<file path="src/rtl/dly_cmd_sequencer.sv">
// -----------------------------------------------------------------------------
// dly_cmd_sequencer
//   Host-side command front end for the delay address controller. Takes one
//   LOAD / INC / DEC / READ command at a time over valid/ready, expands it into
//   registered one-hot usr_dly_* strobes with the required setup/hold timing,
//   and returns a single-cycle response (READ carries the sampled lane tap).
//
// Ports
//   clk                   in   rising-edge clock
//   rst                   in   synchronous, active-low reset
//   cmd_valid/cmd_ready   in/out  command handshake (ready only when idle)
//   cmd_op                in   0=LOAD 1=INC 2=DEC 3=READ
//   cmd_idx               in   target lane
//   rsp_valid             out  one-cycle response strobe, no backpressure
//   rsp_err               out  lane out of range or masked off
//   rsp_idx               out  lane of the completed command
//   rsp_tap               out  sampled tap value (READ only, else 0)
//   busy                  out  sequencer not idle
//   usr_dly_incdec        out  one-hot increment/decrement level
//   usr_dly_ld            out  one-hot load strobe
//   usr_dly_adj           out  one-hot adjust strobe
//   usr_rd_dly_value      out  one-hot read request
//   usr_dly_tap_value_in  in   controller tap bus, lane i at [i*W +: W]
// -----------------------------------------------------------------------------
module dly_cmd_sequencer #(
   parameter int          NUM_DLY_PORTS  = 20,
   parameter int          DLY_TAP_WIDTH  = 6,
   parameter logic [19:0] DLY_VALID_MASK = 20'hFFFFF,
   parameter int          SETUP_CYC      = 1,
   parameter int          HOLD_CYC       = 2,
   parameter int          RD_WAIT_CYC    = 3,
   localparam int         MAX_PORTS      = 20
) (
   input  logic                                 clk,
   input  logic                                 rst,
   input  logic                                 cmd_valid,
   output logic                                 cmd_ready,
   input  logic [1:0]                           cmd_op,
   input  logic [4:0]                           cmd_idx,
   output logic                                 rsp_valid,
   output logic                                 rsp_err,
   output logic [4:0]                           rsp_idx,
   output logic [DLY_TAP_WIDTH-1:0]             rsp_tap,
   output logic                                 busy,
   output logic [MAX_PORTS-1:0]                 usr_dly_incdec,
   output logic [MAX_PORTS-1:0]                 usr_dly_ld,
   output logic [MAX_PORTS-1:0]                 usr_dly_adj,
   output logic [MAX_PORTS-1:0]                 usr_rd_dly_value,
   input  logic [MAX_PORTS*DLY_TAP_WIDTH-1:0]   usr_dly_tap_value_in
);

   typedef enum logic [2:0] {
      S_IDLE, S_SETUP, S_PULSE, S_HOLD, S_RD_WAIT, S_RESP
   } state_e;

   typedef enum logic [1:0] {
      OP_LOAD = 2'd0, OP_INC = 2'd1, OP_DEC = 2'd2, OP_READ = 2'd3
   } op_e;

   localparam int CNT_W = 8;
   // Lanes that physically exist and are enabled; indices 20..31 are always 0.
   localparam logic [31:0] LANE_OK =
      32'(DLY_VALID_MASK) & ((32'd1 << NUM_DLY_PORTS) - 32'd1);
   // Counters are loaded with (cycles - 1) and the state exits on zero.
   localparam int RD_CYC = (RD_WAIT_CYC < 1) ? 1 : RD_WAIT_CYC;
   localparam logic [CNT_W-1:0] SETUP_LD = CNT_W'((SETUP_CYC > 0) ? SETUP_CYC - 1 : 0);
   localparam logic [CNT_W-1:0] HOLD_LD  = CNT_W'((HOLD_CYC > 0) ? HOLD_CYC - 1 : 0);
   localparam logic [CNT_W-1:0] RD_LD    = CNT_W'(RD_CYC - 1);

   state_e                  state_q, state_d;
   logic [CNT_W-1:0]        cnt_q, cnt_d;
   op_e                     op_q;
   logic [4:0]              idx_q;
   logic                    err_q;
   logic                    ready_q;

   logic [MAX_PORTS-1:0]    incdec_q, incdec_d;
   logic [MAX_PORTS-1:0]    ld_q, ld_d;
   logic [MAX_PORTS-1:0]    adj_q, adj_d;
   logic [MAX_PORTS-1:0]    rd_q, rd_d;
   logic                    rsp_valid_q, rsp_valid_d;
   logic                    rsp_err_q, rsp_err_d;
   logic [4:0]              rsp_idx_q, rsp_idx_d;
   logic [DLY_TAP_WIDTH-1:0] rsp_tap_q, rsp_tap_d;

   logic                    accept;
   logic                    cmd_err;
   op_e                     op_n;
   logic [4:0]              idx_n;
   logic                    err_n;
   logic [MAX_PORTS-1:0]    lane_oh;
   logic [DLY_TAP_WIDTH-1:0] tap_slice;

   // ready_q is only ever set while idle, so it alone qualifies the accept.
   assign accept  = cmd_valid & ready_q;
   assign cmd_err = ~LANE_OK[cmd_idx];

   // Outputs are registered from the next state, so the command fields must
   // be visible in the accept cycle before op_q/idx_q are loaded.
   assign op_n  = accept ? op_e'(cmd_op) : op_q;
   assign idx_n = accept ? cmd_idx       : idx_q;
   assign err_n = accept ? cmd_err       : err_q;

   // ---------------------------------------------------------------- state reg
   always_ff @(posedge clk) begin
      // NOTE: sequential state uses non-blocking (<=) so every flop samples
      // pre-edge values regardless of statement order.
      if (!rst) begin
         state_q <= S_IDLE;
         cnt_q   <= '0;
         op_q    <= OP_LOAD;
         idx_q   <= '0;
         err_q   <= 1'b0;
         ready_q <= 1'b0;
      end else begin
         state_q <= state_d;
         cnt_q   <= cnt_d;
         ready_q <= (state_d == S_IDLE);
         if (accept) begin
            op_q  <= op_e'(cmd_op);
            idx_q <= cmd_idx;
            err_q <= cmd_err;
         end
      end
   end

   // --------------------------------------------------------------- next state
   always_comb begin
      // NOTE: every variable driven here gets a default first, otherwise a
      // path that skips the assignment would infer a latch.
      state_d = state_q;
      cnt_d   = cnt_q;
      unique case (state_q)
         S_IDLE: begin
            if (accept) begin
               if (cmd_err) begin
                  state_d = S_RESP;
               end else begin
                  unique case (op_e'(cmd_op))
                     OP_LOAD: state_d = S_PULSE;
                     OP_INC, OP_DEC: begin
                        if (SETUP_CYC > 0) begin
                           state_d = S_SETUP;
                           cnt_d   = SETUP_LD;
                        end else begin
                           state_d = S_PULSE;
                        end
                     end
                     OP_READ: begin
                        state_d = S_RD_WAIT;
                        cnt_d   = RD_LD;
                     end
                  endcase
               end
            end
         end
         S_SETUP: begin
            if (cnt_q == '0) state_d = S_PULSE;
            else             cnt_d   = cnt_q - CNT_W'(1);
         end
         S_PULSE: begin
            if (HOLD_CYC > 0) begin
               state_d = S_HOLD;
               cnt_d   = HOLD_LD;
            end else begin
               state_d = S_RESP;
            end
         end
         S_HOLD, S_RD_WAIT: begin
            if (cnt_q == '0) state_d = S_RESP;
            else             cnt_d   = cnt_q - CNT_W'(1);
         end
         S_RESP:  state_d = S_IDLE;
         default: state_d = S_IDLE;
      endcase
   end

   // ------------------------------------------------------------------ outputs
   always_comb begin
      tap_slice = '0;
      for (int i = 0; i < MAX_PORTS; i++) begin
         if (idx_q == 5'(i)) tap_slice = usr_dly_tap_value_in[i*DLY_TAP_WIDTH +: DLY_TAP_WIDTH];
      end

      lane_oh = '0;
      if (LANE_OK[idx_n]) lane_oh = (MAX_PORTS'(1) << idx_n) & LANE_OK[MAX_PORTS-1:0];

      incdec_d = '0;
      ld_d     = '0;
      adj_d    = '0;
      rd_d     = '0;
      if (op_n == OP_INC && state_d inside {S_SETUP, S_PULSE, S_HOLD}) incdec_d = lane_oh;
      if (state_d == S_PULSE) begin
         if (op_n == OP_LOAD) ld_d  = lane_oh;
         else                 adj_d = lane_oh;
      end
      if (state_d == S_RD_WAIT) rd_d = lane_oh;

      rsp_valid_d = (state_d == S_RESP);
      rsp_err_d   = rsp_valid_d & err_n;
      rsp_idx_d   = rsp_valid_d ? idx_n : '0;
      // Sample the lane on the edge that closes the last RD_WAIT cycle.
      rsp_tap_d   = (state_q == S_RD_WAIT && state_d == S_RESP) ? tap_slice : '0;
   end

   always_ff @(posedge clk) begin
      if (!rst) begin
         incdec_q    <= '0;
         ld_q        <= '0;
         adj_q       <= '0;
         rd_q        <= '0;
         rsp_valid_q <= 1'b0;
         rsp_err_q   <= 1'b0;
         rsp_idx_q   <= '0;
         rsp_tap_q   <= '0;
      end else begin
         incdec_q    <= incdec_d;
         ld_q        <= ld_d;
         adj_q       <= adj_d;
         rd_q        <= rd_d;
         rsp_valid_q <= rsp_valid_d;
         rsp_err_q   <= rsp_err_d;
         rsp_idx_q   <= rsp_idx_d;
         rsp_tap_q   <= rsp_tap_d;
      end
   end

   assign cmd_ready        = ready_q;
   assign busy             = (state_q != S_IDLE);
   assign usr_dly_incdec   = incdec_q;
   assign usr_dly_ld       = ld_q;
   assign usr_dly_adj      = adj_q;
   assign usr_rd_dly_value = rd_q;
   assign rsp_valid        = rsp_valid_q;
   assign rsp_err          = rsp_err_q;
   assign rsp_idx          = rsp_idx_q;
   assign rsp_tap          = rsp_tap_q;

endmodule

</file>
<file path="config.mk">
export PLATFORM = sky130hd
export DESIGN_NAME = dly_cmd_sequencer
export DESIGN_NICKNAME = d
export VERILOG_FILES = /design/src/rtl/dly_cmd_sequencer.sv
export SDC_FILE = /design/constraint.sdc
export NUM_CORES = 1
export LEC_CHECK = 0
export CAP_MARGIN = 20
export CORE_ASPECT_RATIO = 2
export CORE_MARGIN = 4
export CORE_UTILIZATION = 30
export DETAILED_ROUTE_END_ITERATION = 8
export DONT_BUFFER_PORTS = 1
export SLEW_MARGIN = 20
export SYNTH_ARGS = -nofsm -noshare
export SYNTH_HDL_FRONTEND = slang
export SYNTH_SLANG_ARGS = --single-unit
</file>
<file path="constraint.sdc">
create_clock -name clk -period 3.2 [get_ports clk]
set_input_delay 0.32 -clock clk [delete_from_list [all_inputs] [get_ports clk]]
set_output_delay 0.32 -clock clk [all_outputs]
set_load 0.01 [all_outputs]
</file>
==> reports/qor.csv, run 1 <==
stage,metric,value,unit
sta,setup_violations,0,
detailed_routing,first_pass_iters,4,
detailed_routing,wire_per_inst,22.11,um
clock_network,numCtsBuffers,17,
sta,setup_tns,0,ns
worst_setup_path,timing.rr.end,usr_dly_adj[7]$_SDFF_PP0_,
worst_setup_path,cp_max_fo,40,
min_path,hold_path_class,in -> reg,
placement,dp_hpwl,14.69,mm
clock_network,post_cts_buffers,0,
floorplanning,die_width,102.2,um
sta,rsz0062_at_grt,false,
synth,avgSynthCellArea,8.509,um2
synth,syn-num-nets,761,
floorplanning,start_util,30.69,%
synth,synth_enable_flop_cells,0,
floorplanning,die_h,196.4,um
detailed_routing,drt_wl_total,18.55,mm
detailed_routing,wl_met1,5.957,mm
global_route,antenna_found_initial,0,
final_layout,fin_nets,751,
power_and_ir_drop,power_density,850.9,mW/mm2
detailed_routing,highest_layer,met4,
worst_setup_path,r2r_cells,9,
detailed_routing,drtAntennaViolNets,0,
clock_network,ctsResizeCount,0,
worst_setup_path,rrSetupSlack,0.43,ns
sta,skew,0.01369,ns
sta,min_period,2.773,ns
synth,synth_warnings,0,
power_and_ir_drop,power.total,5258,uW
worst_setup_path,end_kind,register,
synth,ys_seq_area_share,42.47,%
synth,ys_types,61,
worst_setup_path,worstSetupPathType,reg -> reg,
floorplanning,placementRows,68,
clock_network,ctsLongestPathBuffers,2,
synth,yosys.area.top_type_share,42.47,%
detailed_routing,drt_iter0_markers,242,
clock_network,cts_max_level,4,
worst_setup_path,critical_path_required,3.51,ns
synth,syn_inst,626,
sta,max_freq,0.3606,GHz
clock_network,clk_latency,0.42,ns
power_and_ir_drop,ir_drop,0.3540,mV
clock_network,cts_num_sinks,113,
placement,postPlaceCellArea,0.005535,mm2
detailed_routing,wl_met2,10.34,mm
final_layout,synthToLayoutAreaGrowth,16.02,%
final_layout,final_cell_area,0.006180,mm2
synth,yosys-top-cells-area,"dfxtp_1 42%, nor2_1 6.8%, nor4_2 5.6%",
clock_network,clockRootBuffer,clkbuf_16,
floorplanning,fp.dieArea,0.02008,mm2
final_layout,diodes,0,
worst_setup_path,r2r_start,cnt_q[0]$_SDFFE_PN0P_,
final_layout,layout-drive-gt1-share,13.99,%
power_and_ir_drop,leakagePower,0.002069,uW
detailed_routing,via_count,4695,
sta,relSlewSlack,23.48,%
global_route,overflow,0,
sta,worstMarginPinSlew,1.148,ns
synth,synth_seq_cells,113,
min_path,min_to,op_q[0]$_SDFF_PN0_,
floorplanning,io-pin-count,225,
synth,syn_area,0.005326,mm2
worst_setup_path,cp.arrival,3.08,ns
detailed_routing,drc,0,
worst_setup_path,cp-start-kind,register,
synth,yosys.area.top_type,dfxtp_1,
floorplanning,core-area,0.01736,mm2
global_route,grt_pass1_vias,4767,
global_route,grt.total_usage,18.60,%
global_route,grt_max_degree,42,
placement,place_congestion,0.8846,
min_path,hp-start,cmd_op[0],
placement,io_buffers,0,
flow_run,max_cap_violations,0,
outcome,outcome,finished clean,
synth,synth-async-reset-ratio,0,%
min_path,hold_depth,2,
clock_network,postCtsHoldBufs,0,
sta,whs,0.04206,ns
clock_network,clk_pin_slew,0.06,ns
clock_network,cts_tree,done,
sta,hold_viol,0,
synth,yosys_most_used_dff,dfxtp_1,
global_route,grt_pass1_wl,27.94,mm
detailed_routing,wl_met3,1.190,mm
sta,post-route-period-util,86.65,%
detailed_routing,drt-vias-per-instance,5.596,
sta,drv_slew,0,
[per-stage QoR]
step                setup slack, ns  instances  util (%)
floorplan                    0.7822        626         -
global placement             0.5398        807     31.89
detailed placement           0.4566        807     31.89
CTS                          0.4423        839     35.60
global route                 0.2280        839     35.60
finish                       0.4271        839     35.60
[power breakdown]
group	total [uW]	switching (uW)	internal (uW)
clock	2030	698	1340
combinational	1570	1070	497
sequential	1650	149	1500
[synthesized netlist by cell type, types with 5 or more instances]
| cell | number |
|---|---|
| ha_1 | 5 |
| o22ai_1 | 8 |
| nor2_1 | 97 |
| buf_1 | 10 |
| inv_1 | 14 |
| a21oi_1 | 37 |
| mux2i_1 | 20 |
| nor3_1 | 9 |
| o21ai_0 | 37 |
| nor4_1 | 18 |
| nand3_1 | 15 |
| a31oi_1 | 7 |
| nor3b_1 | 7 |
| nor4_2 | 24 |
| clkbuf_1 | 31 |
| nand3b_1 | 5 |
| nor2b_1 | 13 |
| nand2_1 | 51 |
| nand2b_1 | 10 |
| dfxtp_1 | 113 |
[worst max path at each step]
stage | from | end | depth (start not counted)
2_1_floorplan | cnt_q[0]$_SDFFE_PN0P_ | usr_dly_ld[19]$_SDFF_PN0_ | 10
3_5_place_dp | cnt_q[0]$_SDFFE_PN0P_ | usr_dly_adj[4]$_SDFF_PP0_ | 9
5_1_grt | cnt_q[0]$_SDFFE_PN0P_ | usr_dly_adj[7]$_SDFF_PP0_ | 9
4_1_cts | cnt_q[0]$_SDFFE_PN0P_ | usr_dly_adj[4]$_SDFF_PP0_ | 9
6_report | cnt_q[0]$_SDFFE_PN0P_ | usr_dly_adj[7]$_SDFF_PP0_ | 9
3_3_place_gp | cnt_q[0]$_SDFFE_PN0P_ | usr_dly_ld[19]$_SDFF_PN0_ | 9
[cell families (layout without fill, tap and decap cells)]
| family | count (synthesis) | after routing | synth area share [%] |
|---|---|---|---|
| compound gates | 145 | 145 | 17.34 |
| simple gates | 269 | 269 | 27.88 |
| mux | 25 | 25 | 5.027 |
| flops | 113 | 113 | 42.47 |
| fa+ha+maj | 5 | 5 | 1.175 |
| buf+inv | 62 | 65 | 4.956 |
| xor+xnor | 7 | 7 | 1.151 |
[cells in the final DEF, fill, tap and decap left out, types with 3 or more instances in the layout]
| cell type | synthesis | layout |
|---|---|---|
| dfxtp_1 | 113 | 111 |
| nor2_1 | 97 | 97 |
| nand2_1 | 51 | 51 |
| a21oi_1 | 37 | 37 |
| o21ai_0 | 37 | 37 |
| nor4_2 | 24 | 24 |
| mux2i_1 | 20 | 20 |
| nor4_1 | 18 | 18 |
| clkbuf_16 | 0 | 17 |
| buf_4 | 0 | 17 |
| inv_1 | 14 | 14 |
| nand3_1 | 15 | 14 |
| nor2b_1 | 13 | 13 |
| nand2b_1 | 10 | 10 |
| nor3_1 | 9 | 9 |
| o22ai_1 | 8 | 8 |
| nor3b_1 | 7 | 7 |
| a31oi_1 | 7 | 7 |
| nand3b_1 | 5 | 5 |
| ha_1 | 5 | 5 |
| clkinv_4 | 0 | 5 |
| o21a_1 | 4 | 4 |
| xor2_1 | 4 | 4 |
| o211ai_1 | 4 | 4 |
| mux2_2 | 4 | 4 |
| a2bb2oi_1 | 4 | 4 |
| nor4b_1 | 4 | 4 |
| a211oi_1 | 4 | 4 |
| bufinv_16 | 0 | 4 |
| a311oi_1 | 3 | 3 |
| a211o_1 | 3 | 3 |
| o31ai_1 | 4 | 3 |
| xnor2_1 | 3 | 3 |
| a2111oi_0 | 3 | 3 |
| o221ai_1 | 3 | 3 |
| a32oi_1 | 3 | 3 |
| o2bb2ai_1 | 3 | 3 |
| inv_6 | 0 | 3 |
[sequential cells by signal, summed over array words and instances (netlist names)]
signal	cells
usr_rd_dly_value	20
usr_dly_ld	20
idx_q	5
rsp_tap	6
usr_dly_incdec	20
rsp_err	1
cmd_ready	1
rsp_valid	1
rsp_idx	5
op_q	2
usr_dly_adj	20
state_q	3
cnt_q	8
err_q	1
[layout make-up]
cell class | count | area, um2
Inverter | 16 | 60.06
Clock buffer | 18 | 439.2
Multi-Input combinational cell | 451 | 2820
Tap cell | 210 | 262.8
Sequential cell | 113 | 2265
Fill cell | 1835 | 11180
Timing Repair Buffer | 17 | 127.6
Clock inverter | 14 | 205.2
[routing by layer]
metal	vias up	global-route usage, %
met3	54	4.782
met4	0	11.58
met2	215	34.81
met5	-	0
met1	2188	17.17
li1	2238	-
[critical path, stage by stage (launching register included)]
cell      delay (ns)
dfxtp_1         0.33
inv_1           0.08
ha_1            0.15
or3b_2          0.49
nor3_4          0.18
a311oi_1        0.08
a211o_1         0.32
or3_2           0.41
buf_4           0.30
nor4_1          0.30
(Power assumes the default switching activity.)
==> run 2, diff against run 1 <==
CORE_UTILIZATION = 55   (was 30)
PLACE_DENSITY = 0.7   (was default)
==> run 2 against run 1 <==
Against the previous run: fmax shrank 1.1%; sequential share of layout area grew 1.2 points; largest power group unchanged; flip-flop and latch count is the same; first-iteration DRC count grew 12%; via count grew 2.0%.
==> reports/qor.csv, run 2 (same netlist as run 1, synthesis figures left out) <==
stage,metric,value,unit
placement,io_buffers,0,
clock_network,clk_pin_slew,0.05,ns
sta,post-route-period-util,87.60,%
global_route,grt_pass1_vias,4905,
global_route,overflow,0,
clock_network,cts_max_level,4,
detailed_routing,wire_per_inst,22.87,um
floorplanning,die_h,147.2,um
detailed_routing,via_count,4789,
outcome,outcome,finished clean,
detailed_routing,drt_wl_total,16.74,mm
clock_network,clockRootBuffer,clkbuf_16,
worst_setup_path,cp-start-kind,register,
global_route,antenna_found_initial,0,
flow_run,max_cap_violations,0,
placement,place_congestion,0.8760,
global_route,grt.total_usage,28.67,%
worst_setup_path,critical_path_required,3.50,ns
global_route,grt_max_degree,42,
final_layout,final_common_cell,dfxtp_1,
global_route,grt_pass1_wl,25.25,mm
final_layout,mostFrequentLayoutCells,"111 x dfxtp_1, 97 x nor2_1, 51 x nand2_1, 37 x a21oi_1, 37 x o21ai_0",
final_layout,final_util,63.71,%
detailed_routing,drtAntennaViolNets,0,
sta,drv_slew,0,
worst_setup_path,cp.arrival,3.10,ns
worst_setup_path,end_kind,register,
sta,rsz0062_at_grt,false,
clock_network,cts_num_sinks,113,
clock_network,clk_latency,0.41,ns
sta,skew,0.008478,ns
min_path,hold_path_class,in -> reg,
floorplanning,die_width,77.59,um
final_layout,synthToLayoutAreaGrowth,12.24,%
power_and_ir_drop,pwr-share-comb,30.9,%
power_and_ir_drop,clkPwrFrac,36.4,%
final_layout,layout-drive-gt1-share,13.69,%
power_and_ir_drop,leakagePower,0.002031,uW
sta,min_period,2.803,ns
detailed_routing,drc,0,
power_and_ir_drop,internal-power,3157,uW
sta,worstMarginPinSlew,1.102,ns
power_and_ir_drop,power_density,842.3,mW/mm2
sta,hold_viol,0,
final_layout,num-fill-cells,804,
sta,setup_tns,0,ns
detailed_routing,drt_iter0_markers,271,
sta,max_freq,0.3567,GHz
power_and_ir_drop,seqPwrFrac,32.8,%
floorplanning,placementRows,50,
worst_setup_path,cp_max_fo,40,
clock_network,ctsResizeCount,0,
detailed_routing,drt-vias-per-instance,6.542,
floorplanning,io-pin-count,225,
power_and_ir_drop,swShare,37.31,%
final_layout,fin_nets,750,
clock_network,post_cts_buffers,0,
worst_setup_path,worstSetupPathType,reg -> reg,
sta,setup_violations,0,
floorplanning,start_util,56.76,%
clock_network,numCtsBuffers,17,
floorplanning,core-area,0.009384,mm2
power_and_ir_drop,power.switching,1879,uW
placement,dp_hpwl,12.84,mm
clock_network,cts_tree,done,
power_and_ir_drop,ir_drop,0.4344,mV
clock_network,postCtsHoldBufs,0,
floorplanning,fp.dieArea,0.01142,mm2
clock_network,ctsLongestPathBuffers,2,
detailed_routing,first_pass_iters,7,
sta,relSlewSlack,26.53,%
final_layout,diodes,0,
==> run 2: changes by cell type in the layout (fill, tap and decap cells not counted), sizes merged <==
cell / before / now
bufinv: 4 / 2
buf: 17 / 16
inv: 17 / 18
clkinvlp: 2 / 3
==> run 2: power groups by stage <==
stage | Clock [uW] | Combinational [uW] | Sequential [uW]
after detailed placement | 0 | 1540 | 1680
after global routing | 1920 | 1700 | 1670
after global placement | 0 | 1500 | 1670
after CTS | 1850 | 1540 | 1650
after floorplan | 0 | 1300 | 1610
final | 1830 | 1550 | 1650
==> run 2: final cells by class <==
| cell class | instances | area (um2) | area share [%] |
|---|---|---|---|
| Clock inverter | 14 | 153.9 | 2.574 |
| Clock buffer | 18 | 429.2 | 7.179 |
| Multi-Input combinational cell | 451 | 2820 | 47.17 |
| Tap cell | 104 | 130.1 | 2.177 |
| Sequential cell | 113 | 2265 | 37.88 |
| Timing Repair Buffer | 16 | 120.1 | 2.009 |
| Inverter | 16 | 60.06 | 1.005 |
==> run 2: path summary, 6_finish.rpt <==
path	startpoint	endpoint	slack, ns	cells past startpoint
min reg2reg	err_q$_SDFF_PN0_	err_q$_SDFF_PN0_	0.46	2
max	cnt_q[0]$_SDFFE_PN0P_	usr_dly_adj[15]$_SDFF_PP0_	0.40	9
min	cmd_op[1]	op_q[1]$_SDFF_PN0_	0.05	2
max reg2reg	cnt_q[0]$_SDFFE_PN0P_	usr_dly_adj[15]$_SDFF_PP0_	0.40	9
==> run 2: per-stage QoR <==
step	total power [uW]	setup WS (ns)	cell area, um2	std cells	hold WS [ns]
global route	5281	0.1757	5978	732	0.04624
finish	5036	0.3968	5978	732	0.05447
global placement	3171	0.5600	5395	700	0.4587
CTS	5045	0.4186	5978	732	0.04091
floorplan	2906	0.7822	5326	626	0.4388
detailed placement	3211	0.4418	5395	700	0.4641
==> run 2: critical path, stage by stage (launching register included) <==
cell	delay, ns
dfxtp_1	0.33
inv_1	0.09
ha_1	0.17
or3b_2	0.49
nor3_4	0.18
a311oi_1	0.08
a211o_1	0.32
or3_2	0.41
buf_4	0.30
nor4_1	0.31
==> run 2: per-layer routing <==
metal | global-route usage [%] | wire (um) | vias to the layer above
met4 | 18.00 | 974 | 0
met2 | 56.23 | 9439 | 244
met1 | 24.10 | 5195 | 2262
met5 | 0 | 0 | -
met3 | 7.791 | 1133 | 56
li1 | - | - | 2227
